## config.mk

```make
export PLATFORM = sky130hd
export DESIGN_NAME = func_rr_sched
export DESIGN_NICKNAME = d
export VERILOG_FILES = /design/src/rtl/func_rr_sched_pkg.sv /design/src/rtl/rr_arbiter_onehot.sv /design/src/rtl/func_rr_sched.sv
export SDC_FILE = /design/constraint.sdc
export NUM_CORES = 1
export LEC_CHECK = 0
export CORE_UTILIZATION = 55
export CTS_CLUSTER_SIZE = 14
export DETAILED_ROUTE_END_ITERATION = 12
export DONT_BUFFER_PORTS = 1
export PLACE_DENSITY_LB_ADDON = 0.25
export SYNTH_ARGS = -nofsm -noshare
export SYNTH_HDL_FRONTEND = slang
export SYNTH_SLANG_ARGS = --single-unit
```

## constraint.sdc

```tcl
create_clock -name clk_i -period 3.14 [get_ports clk_i]
set_input_delay 0.785 -clock clk_i [delete_from_list [all_inputs] [get_ports clk_i]]
set_output_delay 0.785 -clock clk_i [all_outputs]
set_load 0.02 [all_outputs]
```

## src/rtl/func_rr_sched_pkg.sv

```systemverilog
// Shared definitions for the round-robin function-unit scheduler.
// Contents:
//   sched_state_t - scheduler FSM states
//   TMO_DEFAULT   - default watchdog limit, in cycles
//   TMO_CNT_W     - width of the watchdog counter
//   idx_w()       - index width needed to address n requesters
package func_rr_sched_pkg;

   typedef enum logic [2:0] {
      IDLE      = 3'd0,
      ISSUE     = 3'd1,
      WAIT_BUSY = 3'd2,
      WAIT_DONE = 3'd3,
      RESP      = 3'd4
   } sched_state_t;

   localparam int TMO_DEFAULT = 255;
   localparam int TMO_CNT_W   = 8;

   // At least one bit, even for a single requester.
   function automatic int idx_w(input int n);
      return (n > 1) ? $clog2(n) : 1;
   endfunction

endpackage

```

## src/rtl/rr_arbiter_onehot.sv

```systemverilog
// Combinational round-robin priority search.
// Starting at ptr and wrapping modulo NREQ, the first set bit of req wins.
// Ports:
//   req          in  NREQ  request vector
//   ptr          in  IW    index that has the highest priority
//   grant_onehot out NREQ  one-hot winner (all zero when no request)
//   grant_idx    out IW    binary index of the winner (0 when no request)
//   grant_valid  out 1     at least one request is set
module rr_arbiter_onehot
   import func_rr_sched_pkg::*;
#(
   parameter int NREQ = 4,
   parameter int IW   = idx_w(NREQ)
) (
   input  logic [NREQ-1:0] req,
   input  logic [IW-1:0]   ptr,
   output logic [NREQ-1:0] grant_onehot,
   output logic [IW-1:0]   grant_idx,
   output logic            grant_valid
);

   logic [IW-1:0] cand;

   // Walk from the farthest candidate back to ptr itself, so the candidate
   // closest to ptr is the last one written and therefore wins.
   always_comb begin
      grant_onehot = '0;
      grant_idx    = '0;
      grant_valid  = 1'b0;
      cand         = '0;
      for (int i = NREQ - 1; i >= 0; i--) begin
         cand = IW'((int'(ptr) + i) % NREQ);
         if (req[cand]) begin
            grant_onehot       = '0;
            grant_onehot[cand] = 1'b1;
            grant_idx          = cand;
            grant_valid        = 1'b1;
         end
      end
   end

endmodule

```

## src/rtl/func_rr_sched.sv

```systemverilog
// Round-robin scheduler sharing one multi-cycle function unit among NREQ
// requesters. The unit uses a start/busy handshake; a watchdog turns a hung
// unit into an error response.
// Ports:
//   clk_i, rst_i          clock (rising edge), asynchronous active-low reset
//   req_valid_i/a_i/b_i   per-requester request and packed operands
//   req_ready_o           one-hot acceptance pulse
//   resp_valid_o          one-hot response pulse
//   resp_y_o, resp_err_o  result and timeout flag, qualified by resp_valid_o
//   unit_a_o/b_o/start_o  operands and start strobe to the unit
//   unit_busy_i, unit_y_i busy flag and result from the unit
//   sched_busy_o          high whenever the scheduler is not idle
module func_rr_sched
   import func_rr_sched_pkg::*;
#(
   parameter int NREQ = 4,
   parameter int DW   = 8,
   parameter int YW   = 5,
   parameter int TMO  = TMO_DEFAULT
) (
   input  logic              clk_i,
   input  logic              rst_i,
   input  logic [NREQ-1:0]   req_valid_i,
   input  logic [NREQ*DW-1:0] req_a_i,
   input  logic [NREQ*DW-1:0] req_b_i,
   output logic [NREQ-1:0]   req_ready_o,
   output logic [NREQ-1:0]   resp_valid_o,
   output logic [YW-1:0]     resp_y_o,
   output logic              resp_err_o,
   output logic [DW-1:0]     unit_a_o,
   output logic [DW-1:0]     unit_b_o,
   output logic              unit_start_o,
   input  logic              unit_busy_i,
   input  logic [YW-1:0]     unit_y_i,
   output logic              sched_busy_o
);

   localparam int IW = idx_w(NREQ);

   sched_state_t         state, state_next;
   logic [IW-1:0]        ptr, ptr_next, grant_reg, grant_idx;
   logic [NREQ-1:0]      grant_onehot;
   logic                 grant_valid, take, tmo_hit, err_flag;
   logic [DW-1:0]        a_reg, b_reg;
   logic [DW-1:0]        a_slice [NREQ];
   logic [DW-1:0]        b_slice [NREQ];
   logic [TMO_CNT_W-1:0] tmo_cnt;

   rr_arbiter_onehot #(
      .NREQ (NREQ),
      .IW   (IW)
   ) u_arb (
      .req          (req_valid_i),
      .ptr          (ptr),
      .grant_onehot (grant_onehot),
      .grant_idx    (grant_idx),
      .grant_valid  (grant_valid)
   );

   // Unpack the operand buses so the winner can be selected by index.
   always_comb begin
      for (int k = 0; k < NREQ; k++) begin
         a_slice[k] = req_a_i[k*DW +: DW];
         b_slice[k] = req_b_i[k*DW +: DW];
      end
   end

   // A busy unit in IDLE belongs to someone else (e.g. BIST), so hold off.
   assign take     = (state == IDLE) && grant_valid && !unit_busy_i;
   assign ptr_next = (grant_idx == IW'(NREQ - 1)) ? '0 : grant_idx + IW'(1);
   assign tmo_hit  = (tmo_cnt == TMO_CNT_W'(TMO));

   // State register.
   always_ff @(posedge clk_i or negedge rst_i) begin
      if (!rst_i) begin
         state <= IDLE;
      end else begin
         state <= state_next;
      end
   end

   // Grant capture, rotating pointer and watchdog. The counter is cleared
   // on the grant edge so it starts from zero when ISSUE is entered.
   always_ff @(posedge clk_i or negedge rst_i) begin
      if (!rst_i) begin
         ptr       <= '0;
         grant_reg <= '0;
         a_reg     <= '0;
         b_reg     <= '0;
         tmo_cnt   <= '0;
         err_flag  <= 1'b0;
      end else if (take) begin
         ptr       <= ptr_next;
         grant_reg <= grant_idx;
         a_reg     <= a_slice[grant_idx];
         b_reg     <= b_slice[grant_idx];
         tmo_cnt   <= '0;
         err_flag  <= 1'b0;
      end else if ((state == WAIT_BUSY) || (state == WAIT_DONE)) begin
         if (tmo_hit) begin
            err_flag <= 1'b1;
         end else begin
            tmo_cnt <= tmo_cnt + 1'b1;
         end
      end
   end

   // Next-state and output decode. The watchdog has priority over the
   // handshake so a hung unit always ends in an error response.
   // req_ready_o is gated by reset because IDLE is also the reset state.
   always_comb begin
      state_next   = state;
      req_ready_o  = '0;
      resp_valid_o = '0;
      resp_y_o     = '0;
      resp_err_o   = 1'b0;
      unit_start_o = 1'b0;
      unit_a_o     = a_reg;
      unit_b_o     = b_reg;
      sched_busy_o = (state != IDLE);
      unique case (state)
         IDLE: begin
            if (take) begin
               req_ready_o = rst_i ? grant_onehot : '0;
               state_next  = ISSUE;
            end
         end
         ISSUE: begin
            unit_start_o = 1'b1;
            state_next   = WAIT_BUSY;
         end
         WAIT_BUSY: begin
            if (tmo_hit) begin
               state_next = RESP;
            end else if (unit_busy_i) begin
               state_next = WAIT_DONE;
            end
         end
         WAIT_DONE: begin
            if (tmo_hit || !unit_busy_i) begin
               state_next = RESP;
            end
         end
         RESP: begin
            resp_valid_o[grant_reg] = 1'b1;
            resp_err_o              = err_flag;
            resp_y_o                = err_flag ? '0 : unit_y_i;
            state_next              = IDLE;
         end
         default: begin
            state_next = IDLE;
         end
      endcase
   end

endmodule

```

==> summary.txt, run 1 <==
max capacitance violation total = 0
fmax = 325.2 MHz
clock power share = 12.6%
CTS tree = yes
Yosys top cell area share = 32.03%
Die Y = 69.42 µm
placed cells = 321
post-synthesis sequential area ratio = 32.03%
CP max stage cell = mux4_2
Initial Util = 57.41%
CTS Buffer Depth = 2
FF-to-FF path depth = 8
worst hold slack = 0.1850 ns
Net Sw Frac = 48.17%
initial antenna violation count = 0
root buf cell = clkbuf_8
first-pass GRT wire length = 9473 µm
crit path DAT = 2.29 ns
Synth area leaders = dfrtp_1 (32%), mux2i_1 (7.2%), a211oi_1 (5.4%)
drt first pass iters = 4
WP data required = 2.35 ns
VDD IR max = 0.7414 mV
Yosys warnings = 0
worst slew pin tran = 0.7094 ns
Min Clock Period, post-route = 3.075 ns
Post-Synthesis Cells = 278
Internal = 1.614 mW
DRT iter0 DRCs = 114
# IOs = 108
static leakage = 1.145 nW
Wirelength per Cell = 17.16 µm
logic gate share of total power = 59.4%
Distinct cells, synth = 48
Post-synth EDFFs = 0
die width = 69.42 µm
clk_lat worst skew = 0.29 ns
RR Startpoint = ptr[0]$_DFFE_PN0N_
FF-to-FF End = unit_b_o[1]$_DFFE_PN0N_
Rel. slew slack = 52.60%
die area = 0.004819 mm²
HPWL after DPL = 4029 µm
unrepaired setup endpoints after global routing = true
commonest cells in the netlist = nand2_1 (35), dfrtp_1 (32), nor2_1 (26)
Pwr per Cell Area = 1132 mW/mm²
Antenna Cells = 0
Via Count = 2125
number of global-route vias before repair = 2028
Reg2Reg Setup Slack = 0.25 ns
sw power = 1.500 mW
crit-path cells = inv_2 > ha_4 > mux4_2 > buf_4 > nor4_4 > nor3_2 > nand2_2 > nor2_2
vias per inst = 6.362
Critical Path Sink Type = output pin
synthesized area = 0.002500 mm²
Reg clk slew, reported paths = 0.07 ns
Setup Skew = 0.004851 ns
slowest stage delay, CP = 0.52 ns
GRT overflow = 0
Seq cells post-synth = 32
PortBufs = 0
CP Class = flop to output pin
Finished Layout Cells = 334
endpoints failing setup = 0
FP Rows = 24
TritonCTS Buffers = 5
Nets = 367
core area = 0.004354 mm²
startpoint types = flop
average cell area after synthesis = 8.992 µm²
area leader, netlist = dfrtp_1
Routed Antenna Nets = 0
DRC Markers = 0
layout cells sized above 1 = 18.09%
Routed WL = 5733 µm
fin crit share = 97.93%
Seq pwr share = 28.0%
clk sinks = 32
Synth Flop Type = dfrtp_1
synthesis-to-finish area growth = 10.06%
Final Hold Vio Count = 0
routability cong. = 0.8140
count leader, synth = nand2_1
worst hold path class = input pin to async pin
Synth async-reset ratio = 100.0%
outcome = completed
Final Max Slew Viols = 0
largest net degree at the start of global routing = 34
Total GRT Usage = 24.29%
Overall Power = 3.115 mW
# H-tree levels = 2
fin util = 63.19%
Syn Nets = 364
crit-path max FO = 5
==> repair_timing <==
| action | CTS | global route |
|---|---|---|
| buffers inserted | 0 | 5 |
| endpoints found under the setup margin | 4 | 4 |
| hold buffers | 0 | 0 |
| pin swaps | 0 | 4 |
| hold endpoints to repair | 0 | 0 |
| gates resized for setup | 2 | 8 |
==> power by group through the flow <==
stage | Sequential [mW] | Clock (mW) | Combinational (mW)
floorplan | 0.841 | 0 | 1.46
global placement | 0.871 | 0 | 1.71
detailed placement | 0.871 | 0 | 1.74
CTS | 0.868 | 0.398 | 1.75
global route | 0.900 | 0.417 | 2.05
finish | 0.873 | 0.392 | 1.85
==> layer usage <==
layer	share of wire (%)	GRT usage (%)	vias to the layer above
met2	47	39.16	84
met3	6.5	5.669	9
li1	-	-	1039
met1	45	32.67	993
met5	0	0	-
met4	1.2	7.029	0
==> critical path: cells and delay by family, from the launching register on <==
family	cells	cell delay (ns)
adder cells (fa/ha/maj)	1	0.29
multiplexers	1	0.52
AND/OR/NAND/NOR	4	0.55
flip-flops	1	0.39
buffers and inverters	2	0.25
==> layout make-up <==
cell class	count	area, µm²
Inverter	7	26.28
Timing Repair Buffer	15	132.6
Fill cell	385	1603
Multi-Input combinational cell	220	1615
Sequential cell	32	800.8
Clock inverter	3	42.54
Clock buffer	5	68.82
Tap cell	52	65.06
==> how the worst max path moves through the flow <==
stage	end	slack [ns]	from
final	req_ready_o[2]	0.06	ptr[0]$_DFFE_PN0N_
after global routing	req_ready_o[2]	-0.02	ptr[0]$_DFFE_PN0N_
after global placement	req_ready_o[2]	0.20	req_valid_i[1]
after floorplan	req_ready_o[0]	0.01	ptr[1]$_DFFE_PN0N_
after CTS	req_ready_o[1]	0.01	ptr[1]$_DFFE_PN0N_
after detailed placement	req_ready_o[2]	0.14	req_valid_i[2]
==> logic make-up after synthesis <==
group,share of synthesized area (%)
AND/OR/NAND/NOR,24.67
multiplexers,11.71
flip-flops,32.03
adder cells (fa/ha/maj),5.005
XOR/XNOR,2.102
AO/OA/AOI/OAI,18.57
buffers and inverters,5.905
==> through the flow <==
step | setup TNS, ns | area (µm²) | worst slack (ns)
2_1_floorplan | 0 | 2526 | 0.01202
6_report | 0 | 2751 | 0.06490
3_3_place_gp | 0 | 2567 | 0.1954
5_1_grt | -0.07366 | 2751 | -0.02236
4_1_cts | 0 | 2688 | 0.01272
3_5_place_dp | 0 | 2567 | 0.1416
==> placed cells by master (no fill, tap or decap), types with 3 or more instances in the layout <==
cell type and count:
inv_1 4, a22oi_1 3, nor2_1 22, a221oi_1 5, nand2_1 34, inv_2 3, nor3_1 12, nand4_1 3
o41ai_1 5, buf_4 13, nand3_1 3, nor3b_1 13, nand2b_1 3, mux4_2 4, and4_1 3, a2111oi_2 4
o21ai_0 12, a211oi_1 18, ha_1 9, and2_1 5, mux2i_1 18, nor2_2 5, nor2b_1 3, clkbuf_8 5
dfrtp_1 32, xor2_1 5
Power figures use the tool's default switching activity.
==> run 2, diff against run 1 <==
--- a/config.mk
+++ b/config.mk
@@ -9,6 +9,7 @@
 export CTS_CLUSTER_SIZE = 14
 export DETAILED_ROUTE_END_ITERATION = 12
 export DONT_BUFFER_PORTS = 1
+export GPL_ROUTABILITY_DRIVEN = 0
 export PLACE_DENSITY_LB_ADDON = 0.25
 export SYNTH_ARGS = -nofsm -noshare
 export SYNTH_HDL_FRONTEND = slang
==> results of run 2 <==
No change in the layout: final DEF, timing and power equal those of run 1.
